`src/rtl/copperv_pkg.sv`:
```
// Shared defaults for the copperv instruction fetch path.
package copperv_pkg;
   localparam int          BUS_WIDTH       = 32;
   localparam int          PC_WIDTH        = 32;
   localparam int          INST_WIDTH      = 32;
   localparam int          FIFO_DEPTH      = 4;
   localparam int          MAX_OUTSTANDING = 2;
   localparam logic [31:0] PC_INIT         = 32'h0000_0000;
   localparam logic [31:0] PC_INC          = 32'd4;
endpackage

```
`src/rtl/fetch_fifo.sv`:
```
// Synchronous FIFO with flush; shared by the fetch buffer and the load/store buffer.
module fetch_fifo #(
   parameter int width = 32,
   parameter int depth = 4
) (
   input  logic                   clk,
   input  logic                   rst,
   input  logic                   push_i,
   input  logic                   pop_i,
   input  logic                   flush_i,
   input  logic [width-1:0]       din_i,
   output logic                   full_o,
   output logic                   empty_o,
   output logic [$clog2(depth):0] count_o,
   output logic [width-1:0]       dout_o
);
   localparam int AW = $clog2(depth);

   logic [width-1:0] mem_q [depth];
   logic [AW-1:0]    rd_q, rd_d, wr_q, wr_d;
   logic [AW:0]      cnt_q, cnt_d;
   logic             do_push, do_pop;

   always_comb begin
      full_o  = (cnt_q == (AW+1)'(depth));
      empty_o = (cnt_q == '0);
      do_push = push_i & ~full_o & ~flush_i;
      do_pop  = pop_i & ~empty_o & ~flush_i;
      rd_d    = rd_q + AW'(do_pop);
      wr_d    = wr_q + AW'(do_push);
      cnt_d   = cnt_q + (AW+1)'(do_push) - (AW+1)'(do_pop);
      if (flush_i) begin
         rd_d  = '0;
         wr_d  = '0;
         cnt_d = '0;
      end
   end

   always_ff @(posedge clk or posedge rst) begin
      if (rst) begin
         rd_q  <= '0;
         wr_q  <= '0;
         cnt_q <= '0;
      end else begin
         rd_q  <= rd_d;
         wr_q  <= wr_d;
         cnt_q <= cnt_d;
      end
   end

   always_ff @(posedge clk) begin
      if (do_push) mem_q[wr_q] <= din_i;
   end

   // Head reads as zero while empty so the consumer never sees stale storage.
   assign count_o = cnt_q;
   assign dout_o  = empty_o ? '0 : mem_q[rd_q];
endmodule

```
`src/rtl/fetch_unit.sv`:
```
// Instruction fetch front-end: credit-limited address issue, prefetch FIFO,
// and redirect handling that discards responses belonging to the old stream.
module fetch_unit
   import copperv_pkg::*;
#(
   parameter int                  bus_width       = BUS_WIDTH,
   parameter int                  pc_width        = PC_WIDTH,
   parameter logic [pc_width-1:0] pc_init         = pc_width'(PC_INIT),
   parameter int                  inst_width      = INST_WIDTH,
   parameter int                  fifo_depth      = FIFO_DEPTH,
   parameter int                  max_outstanding = MAX_OUTSTANDING
) (
   input  logic                  clk,
   input  logic                  rst,
   input  logic                  fetch_enable,
   output logic                  i_raddr_valid,
   input  logic                  i_raddr_ready,
   output logic [pc_width-1:0]   i_raddr,
   input  logic                  i_rdata_valid,
   output logic                  i_rdata_ready,
   input  logic [bus_width-1:0]  i_rdata,
   input  logic                  redirect_valid,
   input  logic [pc_width-1:0]   redirect_pc,
   output logic                  inst_valid,
   input  logic                  inst_ready,
   output logic [inst_width-1:0] inst,
   output logic [pc_width-1:0]   inst_pc
);
   localparam int OW = $clog2(max_outstanding + 1);
   localparam int CW = $clog2(fifo_depth) + 1;

   logic                raddr_valid_q, raddr_valid_d;
   logic [pc_width-1:0] raddr_q, raddr_d;
   logic                pend_drop_q, pend_drop_d;
   logic [pc_width-1:0] req_pc_q, req_pc_d;
   logic [pc_width-1:0] head_pc_q, head_pc_d;
   logic [OW-1:0]       outst_q, outst_d;
   logic [OW-1:0]       drop_q, drop_d;

   logic          accept, rsp, push, pop, issue;
   logic          fifo_full, fifo_empty;
   logic [CW-1:0] fifo_cnt, fcount_n;
   logic [OW-1:0] live_n;

   always_comb begin
      accept = raddr_valid_q & i_raddr_ready;
      rsp    = i_rdata_valid & (outst_q != '0);
      push   = rsp & ~redirect_valid & (drop_q == '0) & ~fifo_full;
      pop    = ~fifo_empty & inst_ready & ~redirect_valid;
   end

   // Credit is judged on next-cycle occupancy so a presented request always has FIFO room.
   always_comb begin
      outst_d     = outst_q + OW'(accept) - OW'(rsp);
      pend_drop_d = pend_drop_q & ~accept;
      drop_d      = drop_q + OW'(accept & pend_drop_q) - OW'(rsp & (drop_q != '0));
      fcount_n    = fifo_cnt + CW'(push) - CW'(pop);
      if (redirect_valid) begin
         drop_d      = outst_d;
         pend_drop_d = raddr_valid_q & ~accept;
         fcount_n    = '0;
      end
      live_n = outst_d - drop_d;
      issue  = fetch_enable & ~redirect_valid & (~raddr_valid_q | accept)
             & (int'(outst_d) < max_outstanding)
             & ((int'(live_n) + int'(fcount_n)) < fifo_depth);
      raddr_valid_d = issue | (raddr_valid_q & ~accept);
      raddr_d       = issue ? req_pc_q : raddr_q;
      req_pc_d      = req_pc_q;
      head_pc_d     = head_pc_q;
      if (redirect_valid) begin
         req_pc_d  = redirect_pc;
         head_pc_d = redirect_pc;
      end else begin
         if (issue) req_pc_d = req_pc_q + pc_width'(PC_INC);
         if (pop)   head_pc_d = head_pc_q + pc_width'(PC_INC);
      end
   end

   always_ff @(posedge clk or posedge rst) begin
      if (rst) begin
         raddr_valid_q <= 1'b0;
         raddr_q       <= pc_init;
         pend_drop_q   <= 1'b0;
         req_pc_q      <= pc_init;
         head_pc_q     <= pc_init;
         outst_q       <= '0;
         drop_q        <= '0;
      end else begin
         raddr_valid_q <= raddr_valid_d;
         raddr_q       <= raddr_d;
         pend_drop_q   <= pend_drop_d;
         req_pc_q      <= req_pc_d;
         head_pc_q     <= head_pc_d;
         outst_q       <= outst_d;
         drop_q        <= drop_d;
      end
   end

   fetch_fifo #(
      .width (inst_width),
      .depth (fifo_depth)
   ) u_fifo (
      .clk     (clk),
      .rst     (rst),
      .push_i  (push),
      .pop_i   (pop),
      .flush_i (redirect_valid),
      .din_i   (i_rdata),
      .full_o  (fifo_full),
      .empty_o (fifo_empty),
      .count_o (fifo_cnt),
      .dout_o  (inst)
   );

   assign i_raddr_valid = raddr_valid_q;
   assign i_raddr       = raddr_q;
   assign i_rdata_ready = 1'b1;
   assign inst_valid    = ~fifo_empty;
   assign inst_pc       = head_pc_q;
endmodule

```
`config.mk`:
```
export PLATFORM = sky130hd
export DESIGN_NAME = fetch_unit
export DESIGN_NICKNAME = d
export VERILOG_FILES = /design/src/rtl/copperv_pkg.sv /design/src/rtl/fetch_fifo.sv /design/src/rtl/fetch_unit.sv
export SDC_FILE = /design/constraint.sdc
export NUM_CORES = 1
export LEC_CHECK = 0
export CELL_PAD_IN_SITES_DETAIL_PLACEMENT = 1
export CELL_PAD_IN_SITES_GLOBAL_PLACEMENT = 2
export CORE_ASPECT_RATIO = 0.6
export CORE_MARGIN = 1
export CORE_UTILIZATION = 36
export CTS_CLUSTER_SIZE = 16
export DETAILED_ROUTE_END_ITERATION = 8
export GPL_ROUTABILITY_DRIVEN = 0
export GPL_TIMING_DRIVEN = 0
export PLACE_DENSITY_LB_ADDON = 0.25
export RECOVER_POWER = 100
export SYNTH_ARGS = -nofsm -noshare
export SYNTH_HDL_FRONTEND = slang
export SYNTH_HIERARCHICAL = 1
export SYNTH_SLANG_ARGS = --single-unit
```
`constraint.sdc`:
```
create_clock -name clk -period 5.8 [get_ports clk]
set_clock_uncertainty 0.15 [all_clocks]
set_input_delay 1.16 -clock clk [delete_from_list [all_inputs] [get_ports clk]]
set_output_delay 1.16 -clock clk [all_outputs]
set_load 0.1 [all_outputs]
```
### Word level (Yosys, flattened, before mapping)

Memory sizes are Yosys's and may differ from the RTL's.
Cells that the tools add are included.

* order comparisons: 2
* reduce and logical (&&, ||, !) cells: 6
* mux-type cells: 13
* equal/unequal tests: 1
* bitwise operators: 26
* add/subtract/negate cells: 14
* shift-type cells: 0
* $mul: 0
* div/mod/pow operators: 0

Operators by type and width (count)
* $mux W32: 5
* $add A32 B3 Y32 const B: 2
* $and A1 B1 Y1: 19
* $add A2 B1 Y2: 4
* $reduce_bool A2 Y1: 4
* $add A3 B1 Y3: 2
* $mux W2: 3
* $mux W3: 2
* $sub A3 B1 Y3: 2
* $not A1 Y1: 5
* $add A2 B3 Y4: 1
* $lt A4 B3 Y1 const B: 1
* $sub A2 B1 Y2: 2
* $eq A3 B3 Y1 const B: 1
* $logic_not A3 Y1: 1
* $mux W1: 3
* $logic_not A2 Y1: 1
* $lt A2 B2 Y1 const B: 1
* $or A1 B1 Y1: 2
* $sub A2 B2 Y2: 1

* ROM bits: 0
* input bits: 71
* output and inout bits: 99
* register bits: 109
* memory bits (writable): 128
* memories kept: 1
* bits in latches: 0
* word-level logic and storage cells: 73

Memories
* u_fifo.mem_q: words 4, width 32, rd ports 1, clocked after Yosys merged registers in 0, write ports 1, RTL line fetch_fifo.sv:19 `logic [width-1:0] mem_q [depth];`

### Depth between registers and ports, before layout

Gate-level depths: netlist (run 1).

* word-level depth: 13
* mapped depth: 19
* mapped depth without buffers: 17

### Cells and area by module

The synthesis (run 1) kept the hierarchy.

By module, submodules not included
* fetch_fifo: area an instance 5287.6 µm², instances 1, cells an instance 240, sequential area each 4018.9 µm²
* fetch_unit: area an instance 5217.5 µm², instances 1, cells an instance 572, sequential area each 2552.4 µm²

### Worst setup path after synthesis (run 1)

No wires, ideal clock.

* path type: input -> register
* start: input port redirect_valid
* end: memory u_fifo.mem_q[1][0] (enable)
* arrival time: 5537 ps
* stages on the path: 5
* slack: -399 ps
* library setup time: 513 ps
* path buffers: 2
* required time: 5137 ps
* path through: clkbuf_1 clkbuf_1 nor4b_1 nand2b_1 nor4b_1

* word-level cells in the longest chain between the ends: 8

RTL lines
* start: declaration: RTL line fetch_unit.sv:22 `input logic redirect_valid,`
* $not A1 Y1: RTL line fetch_unit.sv:48 `push = rsp & ~redirect_valid & (drop_q == '0) & ~fifo_full;`
* $and A1 B1 Y1 (3 in a row): RTL line fetch_unit.sv:48
* named net push: RTL line fetch_unit.sv:40 `logic accept, rsp, push, pop, issue;`
* $and A1 B1 Y1 (2 in a row): RTL line fetch_fifo.sv:27 `do_push = push_i & ~full_o & ~flush_i;`
* $mux W1: RTL line fetch_fifo.sv:52 `if (do_push) mem_q[wr_q] <= din_i;`
* $mux W1 (implied by the code): RTL line fetch_fifo.sv:52
* end: declaration: RTL line fetch_fifo.sv:19

The timed path passes the listed nets, and every way through them passes these cells.

### Worst setup path in the final report (run 1)

* start: input port redirect_valid
* end: register req_pc_q[13]

* word-level cells in the longest chain between the ends: 11
* elaborated cells between the ends (all ways): 18

RTL lines
* $not A1 Y1: RTL line fetch_unit.sv:48
* $and A1 B1 Y1 (3 in a row): RTL line fetch_unit.sv:48
* named net push: RTL line fetch_unit.sv:40
* $add A3 B1 Y3: RTL line fetch_unit.sv:57 `fcount_n = fifo_cnt + CW'(push) - CW'(pop);`
* $sub A3 B1 Y3: RTL line fetch_unit.sv:57
* $mux W3: RTL line fetch_unit.sv:58 `if (redirect_valid) begin`
* $add A2 B3 Y4: RTL line fetch_unit.sv:66 `& ((int'(live_n) + int'(fcount_n)) < fifo_depth);`
* $lt A4 B3 Y1: RTL line fetch_unit.sv:66
* $and A1 B1 Y1: RTL line fetch_unit.sv:66
* $reduce_bool A2 Y1 (no source line)
* end signal: assignment: RTL line fetch_unit.sv:85 `req_pc_q <= pc_init;`
* end signal: assignment: RTL line fetch_unit.sv:93 `req_pc_q <= req_pc_d;`
* end: declaration: RTL line fetch_unit.sv:35 `logic [pc_width-1:0] req_pc_q, req_pc_d;`

The timed path passes the listed nets, and every way through them passes these cells.
A chain may end at the register's enable or synchronous reset.

==> results of run 1 <==
## logic make-up (layout without fill, tap and decap cells)
| kind of cell | after synthesis | in the layout | share of synthesized area (%) |
|---|---|---|---|
| compound gates | 107 | 107 | 6.34 |
| xor+xnor | 42 | 42 | 3.63 |
| fa+ha+maj | 15 | 15 | 1.93 |
| buf+inv | 71 | 302 | 3.30 |
| flops | 237 | 237 | 62.6 |
| mux | 42 | 42 | 7.97 |
| other cells | 1 | 2 | 0.0357 |
| simple gates | 297 | 297 | 14.2 |
## flip-flops by register name, indices dropped and copies added (netlist names)
register / count
drop_q: 2
u_fifo/wr_q: 2
outst_q: 2
req_pc_q: 32
inst_pc: 32
u_fifo/mem_q: 128
u_fifo/count_o: 3
i_raddr: 32
i_raddr_valid: 1
u_fifo/rd_q: 2
pend_drop_q: 1
## layout make-up
type                    instances  area [µm²]  share of cell area [%]
multi-input cells             504        3590                    26.5
clock inverters                15         125                   0.924
inverters                      31         118                   0.869
plain buffers                  40         235                    1.74
clock buffers                  31         668                    4.93
diodes                          1        2.50                  0.0185
repair buffers                185        1760                    13.0
well taps                     375         469                    3.47
flip-flops and latches        237        6570                    48.5
## cells in the mapped netlist (7+ instances only)
cell      instances  area [µm²]
a21oi_1          10        50.1
and3_1            8        50.1
a221o_1           7        70.1
nand2_1         134         503
nor2_1           19        71.3
xnor2_1          20         175
nor3_1           19        95.1
o21ai_0          50         250
inv_1            29         109
nor2b_1           7        43.8
nand3_1          22         110
ha_1             13         163
dfrtp_1         109        2730
or3_1             7        43.8
edfxtp_1        128        3840
clkbuf_1         23        86.3
mux2_2            7        78.8
mux4_2           30         676
and2_1           38         238
buf_2            10        50.1
o21ai_1           9        45.0
o211ai_1          7        52.6
xor2_1           21         184
nand4_1          12        75.1
## power by group through the flow
| stage | logic (mW) | registers (mW) | clock network (mW) |
|---|---|---|---|
| final | 1.98 | 2.16 | 1.59 |
| after global routing | 2.10 | 2.19 | 1.69 |
| after CTS | 2.05 | 2.17 | 1.64 |
| after detailed placement | 2.05 | 2.20 | 0 |
| after global placement | 2.01 | 2.20 | 0 |
| after floorplan | 0.622 | 3.01 | 0 |
## repair_timing
| item | 4_1_cts | 5_1_grt |
|---|---|---|
| buffers inserted | 0 | 0 |
| endpoints found under the hold margin | 0 | 0 |
| pin swaps | 0 | 0 |
| resized for setup | 1 | 9 |
| setup endpoints to repair | 19 | 33 |
| hold buffers | 0 | 0 |
## worst max-delay path by stage
stage	slack, ps	endpoint	cells after the start
6_report	390	req_pc_q[13]	15
5_1_grt	180	i_raddr[24]	16
4_1_cts	130	i_raddr[16]	18
3_5_place_dp	-580	i_raddr[13]	16
3_3_place_gp	-4350	u_fifo/mem_q[1][10]	6
2_1_floorplan	-400	u_fifo/mem_q[1][0]	5
## per-layer routing
metal	share of wire [%]	GRT usage (%)
met3	4.7	3.44
met4	1.2	3.22
met2	42	28.3
met1	53	33.5
met5	0	0
## worst register-to-register path, stage by stage (launching register included)
cell and delay (ps):
dfrtp_1 490, or3_1 530, inv_1 170, nor2b_1 60, clkbuf_1 210, and2_0 230
ha_1 280, inv_1 40, ha_1 180, fa_1 430, nor2b_1 140, ha_1 190
nor2_1 100, nand3_1 100, or3_1 420, clkbuf_1 320, o21ai_2 440, o21ai_0 190
a221o_1 330
==> qor.tcl, run 1 <==
set qor(cts-buffers-inserted) 25
set qor(p_leak_nw) 5.31
set qor(final.min_clock_period_ps) 5410
set qor(die_y_um) 134
set qor(violations) {max-capacitance violations, max-slew violations}
set qor(floorplan.io_pins) 170
set qor(drt_drc_violations_left) 0
set qor(grt_first_pass_wirelength_mm) 46.3
set qor(setup_tns_ps) 0
set qor(synth-warning-count) 6
set qor(hpwl_mm) 22.8
set qor(share_comb_of_total_power_pct) 34.6
set qor(commonest_cells_after_routing_fill_and_taps_aside) {nand2_1, dlygate4sd3_1, edfxtp_1}
set qor(worst_hold_path.num_cells) 2
set qor(clock_insertion_delay_worst_skew_ps) 530
set qor(peakVddDrop_mv) 0.328
set qor(worst_hold_startpoint) {i_raddr[3]}
set qor(io_buffer_count) 168
set qor(ctsLongestPathBuffers) 3
set qor(reg2reg_slack_ps) 690
set qor(drtIter0Drc) 493
set qor(numPlacedInstances) 1372
set qor(cp.buffers_inverters) 4
set qor(worst-endpoint-required_ps) 6060
set qor(cp.arrival_ps) 5680
set qor(initial_antenna_violation_count) 2
set qor(clkPwrFrac_pct) 27.7
set qor(post_synth_num_cell_types) 58
set qor(total_number_of_vias) 7374
set qor(worst_rel_slew_slack_pct) -61.9
set qor(p_total_mw) 5.73
set qor(postSynthRegisterBits) 237
set qor(crit_path_max_fanout) 10
set qor(core_region_area_um2) 28700
set qor(cp_peak_stage_delay_ps) 600
set qor(fin_worst_hold_slack_ps) 324
set qor(synthesis.nets) 898
set qor(grt_setup_unrepaired) {false}
set qor(max_freq_ghz) 0.185
set qor(drt-total-wl_mm) 30.5
set qor(clock_tree.root_cell) {clkbuf_16}
set qor(clkTransAtPathRegs_ps) 60
set qor(finish.instance_area_um2) 13500
set qor(syn-cell-area_um2) 10500
set qor(timing.rr.start) {u_fifo/count_o[1]}
set qor(cell_internal_pwr_mw) 3.35
set qor(fraction_of_layout_cells_with_a_size_suffix_above_1_pct) 10.8
set qor(finalNonFillerCells) 1419
set qor(grt_util_all_layers_pct) 20.5
set qor(grt_start_max_net_pins) 53
set qor(tightestPinTransition_ps) 2420
set qor(crit_path_top_delay_cell) {dlygate4sd3_1}
set qor(start_kind) {primary input}
set qor(run_status) {complete, but fails checks}
set qor(die_width_um) 223
set qor(grt_pass1_vias) 7364
set qor(layout.nets) 1110
set qor(vias_per_cell) 5.20
set qor(worstSetupPathType) {primary input to flop}
set qor(filler_cell_count) 3020
set qor(cap_violations) 2
set qor(detail_route.first_pass.iterations) 5
set qor(placedInstanceArea_um2) 12900
set qor(seqPwrFrac_pct) 37.7
set qor(final_hold_viol_count) 0
set qor(p_sw_mw) 2.38
set qor(worst_hold_path.endpoint) {i_raddr[3]}
set qor(syn-instance-count) 812
set qor(wl_per_cell_um) 21.5
set qor(hold_path.class) {flop to flop}
set qor(place_ws_ps) -582
set qor(finalCoreUtilization_pct) 47.2
set qor(synthArstFlopShare_pct) 46.0
set qor(initial_utilization_pct) 36.6
set qor(final-max-slew-violation-count) 60
set qor(rr_endpoint) {req_pc_q[13]}
set qor(kind_of_cell_with_the_highest_combined_delay_on_the_critical_path) {buffers and inverters}
set qor(power.switching_fraction_pct) 41.5
set qor(grt.overflow.total) 0
set qor(synth-edff-count) 128
set qor(row_count) 48
set qor(ys_dominant_reg_cell) {edfxtp_1}
set qor(layout-area-overhead-vs-synth_pct) 28.9
set qor(synth_sequential_area_ratio_pct) 62.6
set qor(synth.avg_cell_area_um2) 12.9
set qor(worstSetupEndpointType) {flop}
set qor(worstPathCellList) {dlygate4sd3_1, clkbuf_2, clkbuf_2, nor4b_2, ha_1, fa_1, nor2b_1, ha_1, nor2_1, nand3_1, or3_1, clkbuf_1, o21ai_2, o21ai_0, a221o_1}
set qor(cts_max_level) 1
set qor(min_period_over_period_pct) 93.3
set qor(floorplan.die_area_um2) 29900
set qor(final.setup.worst_slack_ps) 387
set qor(route.antenna.remaining_nets) 0
set qor(tritoncts) {done}
set qor(final-setup-viol-count) 0
set qor(power_density_nw_per_um2) 423
set qor(cp-startpoint) {redirect_valid}
set qor(number_of_clock_sinks) 237
set qor(worstRegToRegCells) 18
No activity file was read; power rests on OpenSTA's default activity.
==> run 2, diff against run 1 <==
--- a/config.mk
+++ b/config.mk
@@ -10,7 +10,7 @@
 export CORE_ASPECT_RATIO = 0.6
 export CORE_MARGIN = 1
 export CORE_UTILIZATION = 36
-export CTS_CLUSTER_SIZE = 16
+export CTS_CLUSTER_SIZE = 14
 export DETAILED_ROUTE_END_ITERATION = 8
 export GPL_ROUTABILITY_DRIVEN = 0
 export GPL_TIMING_DRIVEN = 0
==> results of run 2 <==
Final layout, timing and power as in run 1 (identical DEF).
